<file path="src/rtl/mult_share_arbiter_if.sv">
// Requester-side bus of the shared multiplier arbiter.
interface mult_share_arbiter_if #(
  parameter int N    = 8,
  parameter int NREQ = 4
);
  logic [NREQ-1:0]   req;
  logic [NREQ*N-1:0] op_a;
  logic [NREQ*N-1:0] op_b;
  logic [NREQ-1:0]   gnt;
  logic [NREQ-1:0]   done;
  logic [2*N-1:0]    result;
  logic              err;
  logic              busy;

  // requesters drive requests and operands
  modport master (
    output req, op_a, op_b,
    input  gnt, done, result, err, busy
  );

  // arbiter side
  modport slave (
    input  req, op_a, op_b,
    output gnt, done, result, err, busy
  );
endinterface

</file>
<file path="src/rtl/mult_share_arbiter.sv">
// Round-robin controller sharing one sequential multiplier among NREQ
// requesters, with a watchdog that aborts dispatches that never complete.
module mult_share_arbiter #(
  parameter int N       = 8,
  parameter int NREQ    = 4,
  parameter int TIMEOUT = 1024
) (
  input  logic                 clk,
  input  logic                 rst_n,
  mult_share_arbiter_if.slave  bus,
  output logic                 unit_init,
  output logic [N-1:0]         unit_a,
  output logic [N-1:0]         unit_b,
  input  logic                 unit_finished,
  input  logic [2*N-1:0]       unit_result
);
  localparam int IW = (NREQ > 1) ? $clog2(NREQ) : 1;
  localparam int CW = (TIMEOUT > 1) ? $clog2(TIMEOUT) : 1;

  typedef enum logic [1:0] {IDLE, ISSUE, WAIT, DONE} state_t;

  state_t          state, state_nxt;
  logic [IW-1:0]   idx, last, sel_idx;
  logic            sel_valid;
  logic [N-1:0]    sel_a, sel_b;
  logic [CW-1:0]   cnt;
  logic            arm;
  logic            complete, expire;
  logic [NREQ-1:0] gnt_nxt, done_nxt;
  logic            init_nxt;

  // round-robin pick: first requester after the last one served, wrapping
  always_comb begin
    int unsigned j;
    sel_idx   = last;
    sel_valid = 1'b0;
    for (int unsigned off = 1; off <= NREQ; off++) begin
      j = int'(last) + off;
      if (j >= NREQ) j = j - NREQ;
      if (!sel_valid && bus.req[IW'(j)]) begin
        sel_idx   = IW'(j);
        sel_valid = 1'b1;
      end
    end
    sel_a = '0;
    sel_b = '0;
    for (int unsigned i = 0; i < NREQ; i++) begin
      if (IW'(i) == sel_idx) begin
        sel_a = bus.op_a[i*N +: N];
        sel_b = bus.op_b[i*N +: N];
      end
    end
  end

  // completion needs a low level seen first; it beats timeout in the same cycle
  always_comb begin
    complete = unit_finished && arm;
    expire   = !complete && (cnt == CW'(TIMEOUT - 1));
  end

  // state register
  always_ff @(posedge clk or negedge rst_n) begin
    if (!rst_n) state <= IDLE;
    else        state <= state_nxt;
  end

  // next-state logic
  always_comb begin
    state_nxt = state;
    case (state)
      IDLE:    if (sel_valid) state_nxt = ISSUE;
      ISSUE:   state_nxt = WAIT;
      WAIT:    if (complete || expire) state_nxt = DONE;
      DONE:    state_nxt = IDLE;
      default: state_nxt = IDLE;
    endcase
  end

  // output decode: next values of the registered pulses, plus busy
  always_comb begin
    gnt_nxt  = '0;
    done_nxt = '0;
    init_nxt = 1'b0;
    bus.busy = (state != IDLE);
    case (state)
      IDLE: if (sel_valid) begin
        gnt_nxt  = NREQ'(1) << sel_idx;
        init_nxt = 1'b1;
      end
      WAIT: if (complete || expire) done_nxt = NREQ'(1) << idx;
      default: ;
    endcase
  end

  // registered outputs, operand latch, watchdog and round-robin pointer
  always_ff @(posedge clk or negedge rst_n) begin
    if (!rst_n) begin
      bus.gnt    <= '0;
      bus.done   <= '0;
      bus.result <= '0;
      bus.err    <= 1'b0;
      unit_init  <= 1'b0;
      unit_a     <= '0;
      unit_b     <= '0;
      idx        <= '0;
      last       <= IW'(NREQ - 1);
      cnt        <= '0;
      arm        <= 1'b0;
    end else begin
      bus.gnt   <= gnt_nxt;
      bus.done  <= done_nxt;
      unit_init <= init_nxt;
      case (state)
        IDLE: if (sel_valid) begin
          idx    <= sel_idx;
          unit_a <= sel_a;
          unit_b <= sel_b;
        end
        ISSUE: begin
          cnt <= '0;
          arm <= 1'b0;
        end
        WAIT: begin
          if (!unit_finished) arm <= 1'b1;
          if (complete) begin
            bus.result <= unit_result;
            bus.err    <= 1'b0;
          end else if (expire) begin
            bus.result <= '0;
            bus.err    <= 1'b1;
          end else begin
            cnt <= cnt + 1'b1;
          end
        end
        DONE: begin
          last    <= idx;
          bus.err <= 1'b0;
        end
        default: ;
      endcase
    end
  end
endmodule

</file>
<file path="src/flat_wrapper.sv">
// flat-port wrapper written by rule: the top's interface ports become plain ports
module mult_share_arbiter_flat 
#(
  parameter int N       = 8,
  parameter int NREQ    = 4,
  parameter int TIMEOUT = 1024
)
  (clk, rst_n, unit_init, unit_a, unit_b, unit_finished, unit_result, bus_req, bus_op_a, bus_op_b, bus_gnt, bus_done, bus_result, bus_err, bus_busy);
  mult_share_arbiter_if #(.N(N), .NREQ(NREQ)) bus_i ();
  input  logic clk;
  input  logic rst_n;
  output logic unit_init;
  output logic [N-1:0] unit_a;
  output logic [N-1:0] unit_b;
  input  logic unit_finished;
  input  logic [2*N-1:0] unit_result;
  input wire logic [$bits(bus_i.req)-1:0] bus_req;
  input wire logic [$bits(bus_i.op_a)-1:0] bus_op_a;
  input wire logic [$bits(bus_i.op_b)-1:0] bus_op_b;
  output wire logic [$bits(bus_i.gnt)-1:0] bus_gnt;
  output wire logic [$bits(bus_i.done)-1:0] bus_done;
  output wire logic [$bits(bus_i.result)-1:0] bus_result;
  output wire logic [$bits(bus_i.err)-1:0] bus_err;
  output wire logic [$bits(bus_i.busy)-1:0] bus_busy;
  assign bus_i.req = bus_req;
  assign bus_i.op_a = bus_op_a;
  assign bus_i.op_b = bus_op_b;
  assign bus_gnt = bus_i.gnt;
  assign bus_done = bus_i.done;
  assign bus_result = bus_i.result;
  assign bus_err = bus_i.err;
  assign bus_busy = bus_i.busy;
  mult_share_arbiter #(.N(N), .NREQ(NREQ), .TIMEOUT(TIMEOUT)) u_core (.clk(clk), .rst_n(rst_n), .bus(bus_i), .unit_init(unit_init), .unit_a(unit_a), .unit_b(unit_b), .unit_finished(unit_finished), .unit_result(unit_result));
endmodule
</file>
<file path="config.mk">
export PLATFORM = sky130hd
export DESIGN_NAME = mult_share_arbiter_flat
export DESIGN_NICKNAME = d
export VERILOG_FILES = /design/src/rtl/mult_share_arbiter_if.sv /design/src/rtl/mult_share_arbiter.sv /design/src/flat_wrapper.sv
export SDC_FILE = /design/constraint.sdc
export NUM_CORES = 1
export LEC_CHECK = 0
export BUFFER_PORTS_ARGS = -buffer_cell sky130_fd_sc_hd__buf_4
export CORE_MARGIN = 4
export CORE_UTILIZATION = 45
export CTS_BUF_LIST = sky130_fd_sc_hd__clkbuf_8
export CTS_CLUSTER_DIAMETER = 40
export DETAILED_ROUTE_END_ITERATION = 12
export PLACE_DENSITY = 0.74
export SYNTH_ARGS = -nofsm -noshare
export SYNTH_HDL_FRONTEND = slang
export SYNTH_SLANG_ARGS = --single-unit
</file>
<file path="constraint.sdc">
create_clock -name clk -period 5.6 [get_ports clk]
set_clock_uncertainty 0.05 [all_clocks]
set_input_delay 0.28 -clock clk [delete_from_list [all_inputs] [get_ports clk]]
set_output_delay 0.28 -clock clk [all_outputs]
set_load 0.05 [all_outputs]
</file>
Word-level counts from Yosys, hierarchy flattened. Cells that the tools add are included.

Bits in registers: 59. Memory bits (read-only): 0. Latch bits: 0. Bits of input ports: 87. Memories: 0. RAM bits: 0. Logic and storage cells: 113. Output and inout bits: 43.

Reductions and logical operators: 22. Bitwise operators: 0. Muxes and demuxes: 47. Eq/ne operators: 13. Add/sub/neg operators: 9. Div/mod/pow operators: 0. Magnitude comparators: 8. Shifts and indexed selects: 2. Multipliers: 0.

Operator list (number): two-way mux 8 bit (8); two-way mux 16 bit (2); two-way mux 10 bit (2); two-way mux 2 bit (10); case mux 10 bit (2 select lines) (1); two-way mux 4 bit (4); two-way mux 1 bit (13); < comparator 2 x 3 -> 1 bit, second input constant (4); adder 10 x 1 -> 10 bit, second input constant (1); equality test 10 bit, second input constant (1); AND reduction 2 bit (5); >= comparator 3 bit, second input constant (3); binary-select mux 1 bit (select 2 bit) (4); case mux 2 bit (4 select lines) (1); nonzero test 2 bit (4); left shift 1 x 2 -> 4 bit, first input constant (2); subtractor 2 x 1 -> 2 bit, second input constant (4); adder 2 x 2 -> 3 bit, second input constant (2); inequality test 2 bit, second input constant (3); logical AND 1 bit (5); adder 2 x 3 -> 4 bit, second input constant (1); equality test 2 bit, first input constant (2); equality test 2 bit, second input constant (2); >= comparator 4 x 3 -> 1 bit, second input constant (1); 10 further kinds (16).

Logic depth before layout (Yosys ltp). Gate-level depths: netlist (run 1).

Word-level depth: 20. Mapped depth: 8. Depth with buffers taken out: 7.

Least setup slack after synthesis (run 1). Ideal clock, no wire load.

Path type: reg-to-reg. From: reg u_core.last[1]. To: reg u_core.unit_a[5]. Period minus slack after synthesis: 1.985 ns. Cell stages (with the launch flop): 8. Library setup time: 0.137 ns. Arrival time: 1.798 ns. Path buffers: 2. Required time: 5.413 ns. Slack: 3.615 ns. Cell sequence: dfstp_2 buf_4 mux2i_1 a221oi_4 buf_6 mux2_1 o22ai_1 a21oi_1.

Cells in the longest elaborated chain, start to end: 20. Elaborated cells between the ends (all ways): 47. Those cells by class: 8 x add/sub; 4 x order compare; 3 x eq/ne; 24 x mux; 8 x reduce/logical.

RTL lines: start, declared (RTL line mult_share_arbiter.sv:23) `logic [IW-1:0] idx, last, sel_idx;`; start signal, assigned (RTL line mult_share_arbiter.sv:106) `last <= IW'(NREQ - 1);`; start signal, assigned (RTL line mult_share_arbiter.sv:136) `last <= idx;`; adder 2 x 1 -> 3 bit (RTL line mult_share_arbiter.sv:38) `j = int'(last) + off;`; >= comparator 3 bit / subtractor 2 x 1 -> 2 bit (equally long branches) (RTL line mult_share_arbiter.sv:39) `if (j >= NREQ) j = j - NREQ;`; two-way mux 2 bit (RTL line mult_share_arbiter.sv:39); binary-select mux 1 bit (select 2 bit) (RTL line mult_share_arbiter.sv:40) `if (!sel_valid && bus.req[IW'(j)]) begin`; two-way mux 1 bit (not written as such) (RTL line mult_share_arbiter.sv:40); two-way mux 1 bit (RTL line mult_share_arbiter.sv:40); logical NOT 1 bit (RTL line mult_share_arbiter.sv:40); logical AND 1 bit (RTL line mult_share_arbiter.sv:40); two-way mux 1 bit (RTL line mult_share_arbiter.sv:40); logical NOT 1 bit (RTL line mult_share_arbiter.sv:40); logical AND 1 bit (RTL line mult_share_arbiter.sv:40); two-way mux 1 bit (RTL line mult_share_arbiter.sv:40); logical NOT 1 bit (RTL line mult_share_arbiter.sv:40); logical AND 1 bit (RTL line mult_share_arbiter.sv:40); two-way mux 2 bit (RTL line mult_share_arbiter.sv:40); logical NOT 2 bit (RTL line mult_share_arbiter.sv:48) `if (IW'(i) == sel_idx) begin`; two-way mux 8 bit (4 in a row) (RTL line mult_share_arbiter.sv:48); end signal, assigned (RTL line mult_share_arbiter.sv:116) `unit_a <= sel_a;`; end, declared (RTL line mult_share_arbiter.sv:12) `output logic [N-1:0] unit_a,`.

Several ways; a longest one is shown, not always the timed one. The select of a mux whose other input is x is not followed. A chain may end at the register's enable or synchronous reset.

Final worst setup path (run 1).
From: reg u_core.cnt[0]. To: reg u_core.bus.result[13].

Cells in the longest elaborated chain, start to end: 4.

RTL lines: start, declared (RTL line mult_share_arbiter.sv:26) `logic [CW-1:0] cnt;`; start signal, assigned (RTL line mult_share_arbiter.sv:132) `cnt <= cnt + 1'b1;`; equality test 10 bit (RTL line mult_share_arbiter.sv:58) `expire = !complete && (cnt == CW'(TIMEOUT - 1));`; logical AND 1 bit (RTL line mult_share_arbiter.sv:58); nonzero test 2 bit (no source line); AND reduction 2 bit (no source line); end signal, assigned (RTL line mult_share_arbiter.sv:126) `bus.result <= unit_result;`; end, declared (RTL line mult_share_arbiter_if.sv:24) `output gnt, done, result, err, busy`.

No other way between the ends.

==> impl_metrics.toml, run 1 <==
[critical_path]
rr_worst_depth = 5
reg2reg_to = "u_core.bus.result[13]$_DFFE_PN0P_"
crit_required_ns = 5.82
cp.arrival_ns = 2.53
worstPathMaxFanout = 19
cp-end-kind = "flip-flop"
ff2ff_setup_slack_ns = 3.29
critical_path_class = "reg -> reg"
cp-start-kind = "flip-flop"
r2r_start = "u_core.cnt[0]$_DFFE_PN0P_"

[routing]
finalWirelength_mm = 7.64
vias = 2574
via_per_inst = 5.40
wl_per_cell_um = 16.0
firstDrtPassIters = 5
first_iter_violations = 61
postRouteAntennaNets = 0
drc_errors = 0

[placed_design]
dp.cells = 460
port_buffers = 129
pre_cts_ws_ns = 3.30
dp_hpwl_mm = 5.68
place_congestion = 0.897

[floorplan]
row_count = 29
die_y_um = 88.9
start_util_pct = 46.4
ioPinCount = 130
design.die.area_mm2 = 0.00791
coreArea_mm2 = 0.00635
die_x_um = 88.9

[layout]
antenna_cells = 0
final_cell_mix = "buf_4 (130), dfrtp_1 (57), a21oi_1 (23), nor2_1 (16), a22o_1 (16)"
utilization_pct = 65.0
layout-drive-gt1-share_pct = 40.0
final_nets = 487
layout_commonest_cell = "buf_4"
final_cells = 477
synthToLayoutAreaGrowth_pct = 40.1

[sta]
worst_pin_slew_ns = 1.07
maxSlewViolCount = 0
timing.final.crit_share_pct = 41.2
rsz0062_at_grt = "false"
slew_headroom_pct = 28.2
setup_viol_count_final = 0
finalSetupTns_ns = 0
period_needed_ns = 2.31
finalHoldViolations = 0
worst_slack_ns = 3.29
fmax_mhz = 433

[grt]
overflow = 0
antenna_found_initial = 0
grt.total_usage_pct = 19.3
grt_pass1_vias = 2543
grt_max_degree = 60
grt_pass1_wl_mm = 11.8

[synth]
synth_edf_count = 0
synth_cells = 268
syn_nets = 360
ys_seq_area_share_pct = 50.2
yosys.cell_types.count = 46
synthFlopType = "dfrtp_1"
ys_seq_elements = 59
syn_area_mm2 = 0.00295
synth.avg_cell_area_um2 = 11.0
synthesis.yosys.warnings = 0
async_reset_ff_share_pct = 100

[worst_hold_path]
holdPathEnd = "u_core.bus.result[9]$_DFFE_PN0P_"
hp-class = "in -> reg"
hold_start = "unit_result[9]"
holdPathStages = 2

[status]
outcome = "complete, no violations"

[clock_tree]
insertion_delay_ns = 0.33
cts_hold_buf = 1
cts_root_buf = "clkbuf_8"
cts_setup_buffers = 0
cts_tree = "yes"
cts_buffers = 9
cts_buffer_depth = 2
cts_max_level = 3
clock-sinks = 59
ctsResizeCount = 0
path_clk_slew_ns = 0.07

[job]
max_cap_violations = 0

[power_and_ir_drop]
power_density_mw_per_mm2 = 584
p_leak_nw = 2.03
ir_worst_vdd_mv = 0.395
registers in the layout, indices dropped and copies added (netlist names):
signal,flops
u_core.unit_init,1
u_core.cnt,10
u_core.idx,2
u_core.unit_a,8
u_core.arm,1
u_core.bus.done,4
u_core.last,2
u_core.bus.err,1
u_core.bus.result,16
u_core.state,2
u_core.bus.gnt,4
u_core.unit_b,8
final cells by class:
type	count	area, µm²
fillers	531	2220
flip-flops and latches	59	1480
multi-input cells	185	1340
repair buffers	131	986
clock buffers	10	138
well taps	77	96.3
clock inverters	6	56.3
inverters	9	33.8
report_power, final:
| group | total [mW] | internal [mW] | leakage, nW | switching (mW) |
|---|---|---|---|---|
| Sequential | 0.697 | 0.589 | 0.735 | 0.108 |
| Combinational | 1.34 | 0.470 | 1.19 | 0.866 |
| Clock | 0.376 | 0.213 | 0.103 | 0.162 |
| Total | 2.41 | 1.27 | 2.03 | 1.14 |
per-stage QoR:
stage / hold WS [ns] / instance area [µm²] / power [mW]
3_5_place_dp: 0.340 / 3930 / 2.05
4_1_cts: 0.0972 / 4130 / 2.42
2_1_floorplan: -0.0656 / 2950 / 1.67
6_report: 0.109 / 4130 / 2.41
3_3_place_gp: 0.335 / 3930 / 2.03
5_1_grt: 0.101 / 4130 / 2.56
critical path: stages, from the launching register on:
cell,delay (ns)
dfrtp_1,0.44
ha_1,0.27
and3_1,0.25
a31oi_2,0.34
nand2b_1,0.64
a22o_1,0.26
synthesized netlist by cell type (all sizes together), types with 5 or more instances:
cell,count,area [µm²]
clkbuf,7,26.3
dfrtp,57,1430
inv,8,30.0
and3,5,31.3
ha,5,62.6
nand2,13,48.8
o21ai,8,40.0
nor2,16,60.1
mux2,18,203
mux2i,15,150
a221oi,5,61.3
a21oi,23,115
buf,8,67.6
o22ai,12,75.1
a22o,16,140
layer usage:
metal | vias up | part of all wire, % | track usage [%]
met5 | - | 0 | 0
met4 | 0 | 1.8 | 7.69
met3 | 14 | 5.7 | 4.61
met2 | 66 | 52 | 32.4
met1 | 1235 | 41 | 24.0
li1 | 1259 | - | -
logic make-up after synthesis:
group / Yosys count / share of synthesized area (%)
adders and majority gates: 5 / 2.12
muxes: 33 / 12.0
xor gates and xnor gates: 2 / 0.595
DFF: 59 / 50.2
and+or+nand+nor: 62 / 10.8
AOI/OAI and AO/OA: 83 / 20.0
buffers and inverters: 24 / 4.33
how the worst max path moves through the flow:
stage,cells after the start,slack [ns],end,start
after detailed placement,5,3.30,u_core.bus.result[6]$_DFFE_PN0P_,u_core.cnt[0]$_DFFE_PN0P_
after floorplan,7,3.61,u_core.unit_a[5]$_DFFE_PN0P_,u_core.last[1]$_DFFE_PN1P_
after global placement,6,3.37,u_core.unit_b[6]$_DFFE_PN0P_,u_core.last[1]$_DFFE_PN1P_
after global routing,5,3.12,u_core.bus.result[14]$_DFFE_PN0P_,u_core.cnt[0]$_DFFE_PN0P_
final,5,3.29,u_core.bus.result[13]$_DFFE_PN0P_,u_core.cnt[0]$_DFFE_PN0P_
after CTS,5,3.28,u_core.bus.result[14]$_DFFE_PN0P_,u_core.cnt[0]$_DFFE_PN0P_
Power figures use the tool's default switching activity.
==> run 2: changes to the inputs <==
==> constraint.sdc (replaced) <==
create_clock -name clk -period 2.2 [get_ports clk]
set_clock_uncertainty 0.05 [all_clocks]
set_input_delay 0.11 -clock clk [delete_from_list [all_inputs] [get_ports clk]]
set_output_delay 0.11 -clock clk [all_outputs]
set_load 0.05 [all_outputs]
==> run 2 against run 1 <==
Compared with the run above: hold slack got worse by 0.098 ns; count of clock-buffer cells in the layout decreased by 1; critical path depth increased by 1; register-to-register slack got worse by 3.1 ns; non-clock buffer count increased by 26; largest power group unchanged; highest routed layer unchanged.
==> impl_metrics.toml, run 2 (synthesis gave the netlist of run 1 again) <==
[routing]
postRouteAntennaNets = 0
firstDrtPassIters = 4
vias = 2753
wl_per_cell_um = 16.4
first_iter_violations = 133
finalWirelength_mm = 8.25
via_per_inst = 5.47
drc_errors = 0

[layout]
top_register = "u_core.bus.result"
final_nets = 513
synthToLayoutAreaGrowth_pct = 49.1
fin_area_mm2 = 0.00439
top_regs = "u_core.bus.result x16, u_core.cnt x10"
largest_register_ffs = 16
final_cell_mix = "buf_4 (138), dfrtp_1 (57), a21oi_1 (23), dlygate4sd3_1 (17)"
num-fill-cells = 500
antenna_cells = 0
final_cells = 503
layout_commonest_cell = "buf_4"
layout-drive-gt1-share_pct = 39.9

[sta]
timing.final.crit_share_pct = 90.7
whs_ns = 0.0116
period_needed_ns = 2.00
maxSlewViolCount = 0
finalHoldViolations = 0
worst_pin_slew_ns = 0.727
slew_headroom_pct = 51.5
finalSetupTns_ns = 0
rsz0062_at_grt = "false"
setup_viol_count_final = 0
fmax_mhz = 501

[placed_design]
place_congestion = 0.815
port_buffers = 129
dp.cells = 468
place_area_mm2 = 0.00400
dp_hpwl_mm = 5.85

[power_and_ir_drop]
clkPwrFrac_pct = 15.0
combPwrFrac_pct = 57.1
pwr-share-seq_pct = 27.9
switching_power_mw = 2.99
netSwitchingFraction_pct = 47.1
p_leak_nw = 2.14
p_int_mw = 3.36
power_density_mw_per_mm2 = 1440
ir_worst_vdd_mv = 0.863

[critical_path]
slowest_delay_ns = 0.62
cp.arrival_ns = 2.16
crit_required_ns = 2.37
critPathSlowestCell = "dfstp_2"
critical_path_class = "reg -> reg"
worstPathMaxFanout = 17
crit_chain = "mux2i_1, a221oi_4, buf_12, mux2_2, o22ai_1, a21oi_1"
rr_worst_depth = 6
cp-end-kind = "flip-flop"
cp-start-kind = "flip-flop"

[clock_tree]
path_clk_slew_ns = 0.08
cts_root_buf = "clkbuf_8"
insertion_delay_ns = 0.33
cts_buffers = 9
cts_buffer_depth = 2
ctsResizeCount = 0
cts_max_level = 3
clock-sinks = 59
cts_tree = "yes"

[grt]
overflow = 0
grt_pass1_vias = 2735
antenna_found_initial = 0
grt.total_usage_pct = 20.6
grt_pass1_wl_mm = 12.5
grt_max_degree = 60

[worst_hold_path]
holdPathStages = 3
hp-class = "in -> reg"

[floorplan]
design.die.area_mm2 = 0.00791
die_y_um = 88.9
ioPinCount = 130
die_x_um = 88.9
start_util_pct = 46.4
coreArea_mm2 = 0.00635
row_count = 29

[job]
max_cap_violations = 0

[status]
outcome = "complete, no violations"
run 2: changes by cell type in the layout (fill, tap and decap cells not counted):
cell | before | now
clkinvlp_4 | 1 | 3
buf_12 | 0 | 1
clkbuf_16 | 0 | 1
buf_4 | 130 | 138
clkinv_4 | 0 | 1
clkinv_2 | 3 | 1
clkbuf_8 | 10 | 9
dlygate4sd3_1 | 1 | 17
run 2: power by group through the flow:
stage | combinational (mW) | clock [mW] | sequential, mW
after floorplan | 1.46 | 0 | 2.80
after global placement | 3.48 | 0 | 1.76
after detailed placement | 3.54 | 0 | 1.78
after CTS | 3.57 | 0.968 | 1.76
after global routing | 3.87 | 1.03 | 1.81
final | 3.62 | 0.951 | 1.77
run 2: per-layer routing:
metal | GRT usage, % | wire, µm | up-vias
li1 | - | - | 1314
met2 | 34.4 | 4370 | 86
met3 | 5.99 | 458 | 22
met1 | 24.6 | 3190 | 1331
met5 | 0 | 0 | -
met4 | 9.07 | 241 | 0
run 2: final cells by class:
class                   instances  area [µm²]  share of cell area (%)
multi-input cells             185        1340                    30.5
flip-flops and latches         59        1480                    33.7
well taps                      77        96.3                    2.19
clock inverters                 7        70.1                    1.59
clock buffers                   9         124                    2.82
repair buffers                157        1250                    28.5
inverters                       9        33.8                   0.769
run 2: worst paths after layout:
kind / start / to / slack, ns
setup / recovery: u_core.last[1]$_DFFE_PN1P_ / u_core.unit_a[1]$_DFFE_PN0P_ / 0.20
max in group asynchronous: rst_n / u_core.unit_b[1]$_DFFE_PN0P_ / 1.29
setup reg to reg: u_core.last[1]$_DFFE_PN1P_ / u_core.unit_a[1]$_DFFE_PN0P_ / 0.20
hold / removal: bus_op_b[14] / u_core.unit_b[6]$_DFFE_PN0P_ / 0.01
hold reg to reg: u_core.cnt[6]$_DFFE_PN0P_ / u_core.cnt[6]$_DFFE_PN0P_ / 0.44
min in group asynchronous: rst_n / u_core.bus.gnt[0]$_DFF_PN0_ / 0.32
run 2: worst max-delay path, delay by kind of cell (launching register included):
| kind | cells | cell delay (ns) |
|---|---|---|
| multiplexers | 2 | 0.47 |
| AO/OA/AOI/OAI | 3 | 0.52 |
| buffers and inverters | 1 | 0.20 |
| flip-flops | 1 | 0.62 |
run 2: what timing repair did:
item,4_1_cts,5_1_grt
endpoints found under the setup margin,0,3
hold buffers,17,0
buffers inserted,0,1
endpoints found under the hold margin,73,0
run 2: per-stage QoR:
stage          util (%)  power (mW)  setup slack [ns]
4_1_cts            68.7        6.30             0.139
6_report           69.2        6.34             0.204
3_3_place_gp       63.0        5.24             0.218
5_1_grt            69.2        6.71            0.0351
2_1_floorplan         -        4.26             0.215
3_5_place_dp       63.0        5.31             0.148
